File: config.mk
export PLATFORM = sky130hd
export DESIGN_NAME = regfile_cmd_seq
export DESIGN_NICKNAME = d
export VERILOG_FILES = /design/src/rtl/regfile_pkg.sv /design/src/rtl/regfile_cmd_seq.sv
export SDC_FILE = /design/constraint.sdc
export NUM_CORES = 1
export LEC_CHECK = 0
export BUFFER_PORTS_ARGS = -buffer_cell sky130_fd_sc_hd__clkbuf_2
export CAP_MARGIN = 25
export CORE_MARGIN = 5
export CORE_UTILIZATION = 53
export CTS_CLUSTER_DIAMETER = 100
export DETAILED_ROUTE_END_ITERATION = 6
export HOLD_SLACK_MARGIN = 0.12
export PLACE_DENSITY = 0.82
export SYNTH_ARGS = -nofsm -noshare
export SYNTH_HDL_FRONTEND = slang
export SYNTH_SLANG_ARGS = --single-unit
File: constraint.sdc
create_clock -name clk -period 1.7 [get_ports clk]
set_input_delay 0 -clock clk [delete_from_list [all_inputs] [get_ports clk]]
set_output_delay 0 -clock clk [all_outputs]
set_load 0.01 [all_outputs]
File: src/rtl/regfile_pkg.sv
// -----------------------------------------------------------------------------
// regfile_pkg
// Shared definitions for the 8x16 register file and its command sequencer:
// width constants, the command opcode and sequencer state enums, and the
// command record used by anything that builds or inspects commands.
// -----------------------------------------------------------------------------
package regfile_pkg;

  localparam int DATA_WIDTH = 16;
  localparam int ADDR_WIDTH = 3;
  localparam int NREGS      = 2 ** ADDR_WIDTH;

  // Encoding matches the cmd_op bus of the sequencer.
  typedef enum logic [1:0] {
    OP_LOADI = 2'b00,
    OP_MOVE  = 2'b01,
    OP_SWAP  = 2'b10,
    OP_CLEAR = 2'b11
  } rf_op_t;

  typedef enum logic [2:0] {
    ST_IDLE   = 3'd0,
    ST_LOAD   = 3'd1,
    ST_MOVE   = 3'd2,
    ST_SWAP_A = 3'd3,
    ST_SWAP_B = 3'd4,
    ST_SWAP_C = 3'd5,
    ST_CLEAR  = 3'd6
  } seq_state_t;

  typedef struct packed {
    rf_op_t                  op;
    logic [ADDR_WIDTH-1:0]   rd;
    logic [ADDR_WIDTH-1:0]   rs;
    logic [DATA_WIDTH-1:0]   imm;
  } rf_cmd_t;

endpackage

File: src/rtl/regfile_cmd_seq.sv
// -----------------------------------------------------------------------------
// regfile_cmd_seq
// Initiator for the register-file write/read port. Accepts one command at a
// time over valid/ready and sequences it as a short run of regfile cycles:
//   LOADI : 1 cycle   R[rd] <= imm
//   MOVE  : 1 cycle   R[rd] <= R[rs]
//   SWAP  : 3 cycles  tmp <= R[rs]; R[rs] <= R[rd]; R[rd] <= tmp
//   CLEAR : 8 cycles  R[0..7] <= 0
// done pulses in the first IDLE cycle after the last write has committed;
// cmd_ready is high in that same cycle so commands can run back to back.
//
// Ports:
//   clk, rst_n      clock, asynchronous active-low reset
//   cmd_valid/ready command handshake (ready only in IDLE)
//   cmd_op/rd/rs/imm command fields, latched on the accepting edge
//   done            one-cycle completion pulse
//   rf_data_in, rf_writenum, rf_write, rf_readnum  to the regfile
//   rf_data_out     from the regfile (combinational read data)
// -----------------------------------------------------------------------------
module regfile_cmd_seq #(
  parameter int DATA_WIDTH = 16,
  parameter int ADDR_WIDTH = 3
) (
  input  logic                  clk,
  input  logic                  rst_n,
  input  logic                  cmd_valid,
  output logic                  cmd_ready,
  input  logic [1:0]            cmd_op,
  input  logic [ADDR_WIDTH-1:0] cmd_rd,
  input  logic [ADDR_WIDTH-1:0] cmd_rs,
  input  logic [DATA_WIDTH-1:0] cmd_imm,
  output logic                  done,
  output logic [DATA_WIDTH-1:0] rf_data_in,
  output logic [ADDR_WIDTH-1:0] rf_writenum,
  output logic                  rf_write,
  output logic [ADDR_WIDTH-1:0] rf_readnum,
  input  logic [DATA_WIDTH-1:0] rf_data_out
);

  import regfile_pkg::*;

  localparam logic [ADDR_WIDTH-1:0] CNT_ONE  = 1;
  localparam logic [ADDR_WIDTH-1:0] CNT_LAST = '1;

  seq_state_t            state_q, state_d;
  logic [ADDR_WIDTH-1:0] rd_q, rd_d;
  logic [ADDR_WIDTH-1:0] rs_q, rs_d;
  logic [DATA_WIDTH-1:0] imm_q, imm_d;
  logic [DATA_WIDTH-1:0] tmp_q, tmp_d;
  logic [ADDR_WIDTH-1:0] cnt_q, cnt_d;
  logic                  done_q, done_d;

  // NOTE: state registers use non-blocking assignments so every flop samples
  // the pre-edge value of every other flop, independent of statement order.
  always_ff @(posedge clk or negedge rst_n) begin
    if (!rst_n) begin
      state_q <= ST_IDLE;
      rd_q    <= '0;
      rs_q    <= '0;
      imm_q   <= '0;
      tmp_q   <= '0;
      cnt_q   <= '0;
      done_q  <= 1'b0;
    end else begin
      state_q <= state_d;
      rd_q    <= rd_d;
      rs_q    <= rs_d;
      imm_q   <= imm_d;
      tmp_q   <= tmp_d;
      cnt_q   <= cnt_d;
      done_q  <= done_d;
    end
  end

  assign cmd_ready = (state_q == ST_IDLE);
  assign done      = done_q;

  // Read index depends on state only. Kept in its own process because
  // rf_data_out comes back from the regfile as a function of rf_readnum and
  // feeds the write-data mux below.
  always_comb begin
    rf_readnum = '0;
    unique case (state_q)
      ST_MOVE, ST_SWAP_A: rf_readnum = rs_q;
      ST_SWAP_B:          rf_readnum = rd_q;
      default:            rf_readnum = '0;
    endcase
  end

  // NOTE: every signal written here gets a default first, so no path through
  // the case leaves one unassigned and no latch is inferred.
  always_comb begin
    state_d     = state_q;
    rd_d        = rd_q;
    rs_d        = rs_q;
    imm_d       = imm_q;
    tmp_d       = tmp_q;
    cnt_d       = cnt_q;
    done_d      = 1'b0;
    rf_write    = 1'b0;
    rf_writenum = '0;
    rf_data_in  = '0;

    unique case (state_q)
      ST_IDLE: begin
        if (cmd_valid) begin
          rd_d  = cmd_rd;
          rs_d  = cmd_rs;
          imm_d = cmd_imm;
          unique case (rf_op_t'(cmd_op))
            OP_LOADI: state_d = ST_LOAD;
            OP_MOVE:  state_d = ST_MOVE;
            OP_SWAP:  state_d = ST_SWAP_A;
            OP_CLEAR: state_d = ST_CLEAR;
            default:  state_d = ST_IDLE;
          endcase
        end
      end

      ST_LOAD: begin
        rf_write    = 1'b1;
        rf_writenum = rd_q;
        rf_data_in  = imm_q;
        done_d      = 1'b1;
        state_d     = ST_IDLE;
      end

      ST_MOVE: begin
        rf_write    = 1'b1;
        rf_writenum = rd_q;
        rf_data_in  = rf_data_out;
        done_d      = 1'b1;
        state_d     = ST_IDLE;
      end

      // Park R[rs] in tmp before it is overwritten in SWAP_B.
      ST_SWAP_A: begin
        tmp_d   = rf_data_out;
        state_d = ST_SWAP_B;
      end

      ST_SWAP_B: begin
        rf_write    = 1'b1;
        rf_writenum = rs_q;
        rf_data_in  = rf_data_out;
        state_d     = ST_SWAP_C;
      end

      ST_SWAP_C: begin
        rf_write    = 1'b1;
        rf_writenum = rd_q;
        rf_data_in  = tmp_q;
        done_d      = 1'b1;
        state_d     = ST_IDLE;
      end

      // Counter walks every register index and wraps back to 0 on the last,
      // leaving it ready for the next CLEAR without an explicit reload.
      ST_CLEAR: begin
        rf_write    = 1'b1;
        rf_writenum = cnt_q;
        cnt_d       = cnt_q + CNT_ONE;
        if (cnt_q == CNT_LAST) begin
          done_d  = 1'b1;
          state_d = ST_IDLE;
        end
      end

      default: state_d = ST_IDLE;
    endcase
  end

endmodule

==> flow_summary.ini <==
[worst_setup_path]
required_ps = 1700
r2r_cells = 5
slowest_delay_ps = 460
crit_chain = buf_4, nor2b_1, buf_6, a22oi_1, nand2_1, buf_2
crit_type = flip-flop to output port
critPathArrivalTime_ps = 1820
r2r_slack_ps = -70
regToRegEndpoint = state_q[0]$_DFFE_PN0P_
cp-start-kind = flip-flop
critPathSlowestCell = dfrtp_2
reg2reg_from = state_q[2]$_DFFE_PN0P_
crit_path_end_kind = output port
cp_max_fo = 15

[routing]
routed_wl_um = 7800
routed_via_density = 5.72
drtPass1Iterations = 4
wl_per_cell_um = 19.8
drt-initial-drc-count = 185
drc = 0
ant_nets = 0
vias = 2253

[outcome]
violations = negative setup slack
status = complete, but fails checks

[cts]
clk_path_buf_depth = 2
cts_buffers = 5
cts-root-buf = clkbuf_8
path_clk_slew_ps = 90
cts_tree = done
ctsHtreeMaxLevel = 2
clk_latency_ps = 310
cts_num_sinks = 45

[timing]
finalSetupViolations = 7
worst_slew_pin_slew_ps = 631
drv_slew = 0
fin_crit_sh_pct = 107
max_slew_margin_pct = 58.0
hold_viol = 0
fin_skew_ps = 10.9
period_minus_slack_ps = 1820
setup-tns-final_ps = -272
fmax_ghz = 0.549
rsz0062_at_grt = yes
finalWorstSetupSlack_ps = -120

[global_routing]
grt_pass1_vias = 2240
grt_pass1_wl_um = 10600
grt_max_degree = 25
track_usage_pct = 21.8
antenna_found_initial = 0
gr-total-overflow = 0

[floorplanning]
fp-row-count = 25
die-area_mm2 = 0.00626
pin_count = 68
initial_core_util_pct = 54.0
core_area_mm2 = 0.00469
die_h_um = 79.1
dieWidth_um = 79.1

[synth]
synth_cell_type_count = 33
ys_warn_count = 0
seq_area_frac_synth_pct = 44.5
ys_ff_latch = 45
postSynthAreaPerCell_um2 = 12.2
synth_ff_type = dfrtp_1
syn_area_mm2 = 0.00253
synth_edf_count = 0
synth_cells = 208
async_flop_share_pct = 100
synth_nets = 253

[final_layout]
antenna-diode-count = 0
layout.nets = 384
syn_to_final_growth_pct = 47.3
drive_gt1_share_pct = 52.1
final_cell_area_mm2 = 0.00373
postLayoutCoreUtil_pct = 79.5

[pwr]
p_per_area_mw_per_mm2 = 1930
switching_share_pct = 38.9
clockPowerShare_pct = 11.6
power_switching_mw = 2.81
ir_worst_vdd_mv = 1.15
totalPowerFinal_mw = 7.21
p_leak_nw = 1.80
power_frac_comb_pct = 59.9
p_int_mw = 4.41
pwr-share-seq_pct = 28.6

[place]
routabilityCongestion = 0.804
hpwlAfterDp_um = 4280
placed_area_mm2 = 0.00295
placement.io_buffers = 67

[run]
drv_cap = 0

[hold_path]
holdCritPathClass = input port to async pin
## cell usage after synthesis, drive strengths merged (2+ instances only)
library cell,number,area share (%)
ha,2,0.99
nor3,2,0.84
a21oi,2,0.40
a32oi,3,1.0
nor2,2,0.40
nand3,16,3.2
buf,14,4.9
dfrtp,45,44
mux2,56,28
a22oi,16,4.7
nand2,25,4.0
o21ai,7,1.4
nor2b,3,1.0
mux2i,3,1.2
nand2b,2,0.49
## through the flow
| stage | hold WS, ps | setup WS (ps) | std cells |
|---|---|---|---|
| detailed placement | 40.7 | 140 | 328 |
| floorplan | -296 | 170 | 208 |
| global route | 292 | -171 | 394 |
| CTS | 253 | 12.5 | 382 |
| global placement | 36.4 | 209 | 328 |
| finish | 229 | -120 | 394 |
## cells in the final DEF, fill, tap and decap left out, types with 4 or more instances in the layout
master,netlist,routed
clkbuf_2,0,52
dlygate4sd3_1,0,44
dfrtp_1,45,42
mux2_2,36,36
nand2_1,24,24
mux2_4,20,20
buf_4,2,18
nand3_1,16,16
buf_2,7,14
a22oi_1,16,9
a22oi_2,0,7
clkbuf_8,0,5
o21ai_0,7,4
buf_6,3,4
buf_12,2,4
## final cells by class
class / instances / area (um^2)
Multi-Input combinational cell: 147 / 1330
Clock inverter: 2 / 38.8
Inverter: 1 / 3.75
Timing Repair Buffer: 139 / 1090
Fill cell: 274 / 961
Tap cell: 54 / 67.6
Sequential cell: 45 / 1130
Clock buffer: 6 / 72.6
## kinds of logic after synthesis
family | count (synthesis) | share of synthesized area (%)
compound gates | 32 | 8.65
flops | 45 | 44.5
simple gates | 53 | 11.3
fa+ha+maj | 2 | 0.988
mux | 59 | 29.1
buf+inv | 16 | 5.19
xor+xnor | 1 | 0.346
## worst max-delay path, delay by kind of cell (launching register included)
family / cells / cell delay [ps]
and+or+nand+nor: 2 / 250
AOI/OAI and AO/OA: 1 / 260
buffers and inverters: 3 / 520
DFF: 1 / 460
## worst max-delay path by stage
stage / from / endpoint / cells after the start / slack (ps)
2_1_floorplan: state_q[2]$_DFFE_PN0P_ / imm_q[0]$_DFFE_PN0P_ / 6 / 170
5_1_grt: state_q[0]$_DFFE_PN0P_ / rf_data_in[5] / 6 / -170
4_1_cts: state_q[1]$_DFFE_PN0P_ / rf_data_in[4] / 6 / 10
6_report: state_q[0]$_DFFE_PN0P_ / rf_data_in[5] / 6 / -120
3_5_place_dp: state_q[1]$_DFFE_PN0P_ / rs_q[2]$_DFFE_PN0P_ / 4 / 140
3_3_place_gp: state_q[1]$_DFFE_PN0P_ / rd_q[2]$_DFFE_PN0P_ / 4 / 210
## routing by layer
| metal | track usage [%] | share of wire [%] | vias up |
|---|---|---|---|
| met5 | 0 | 0 | - |
| met1 | 27.1 | 40 | 1121 |
| li1 | - | - | 1018 |
| met4 | 8.76 | 2.3 | 0 |
| met2 | 36.2 | 52 | 95 |
| met3 | 5.33 | 6.0 | 19 |
## sequential cells by signal (all words and copies together) (netlist names)
name     cells
imm_q       16
tmp_q       16
cnt_q        3
rd_q         3
rs_q         3
state_q      3
done         1
## what timing repair did
action / 4_1_cts / 5_1_grt
resized for setup: 3 / 39
endpoints found under the setup margin: 18 / 21
hold buffers: 44 / 0
setup buffers: 2 / 11
pin swaps: 0 / 14
endpoints found under the hold margin: 61 / 0
cloned: 0 / 1
## power by group through the flow
stage / clock, mW / combinational [mW] / sequential, mW
after floorplan: 0 / 2.59 / 1.87
after global placement: 0 / 3.37 / 2.01
after detailed placement: 0 / 3.46 / 2.03
after CTS: 0.830 / 3.64 / 2.00
after global routing: 0.889 / 4.58 / 2.11
final: 0.834 / 4.32 / 2.06
No activity file was read; power rests on OpenSTA's default activity.
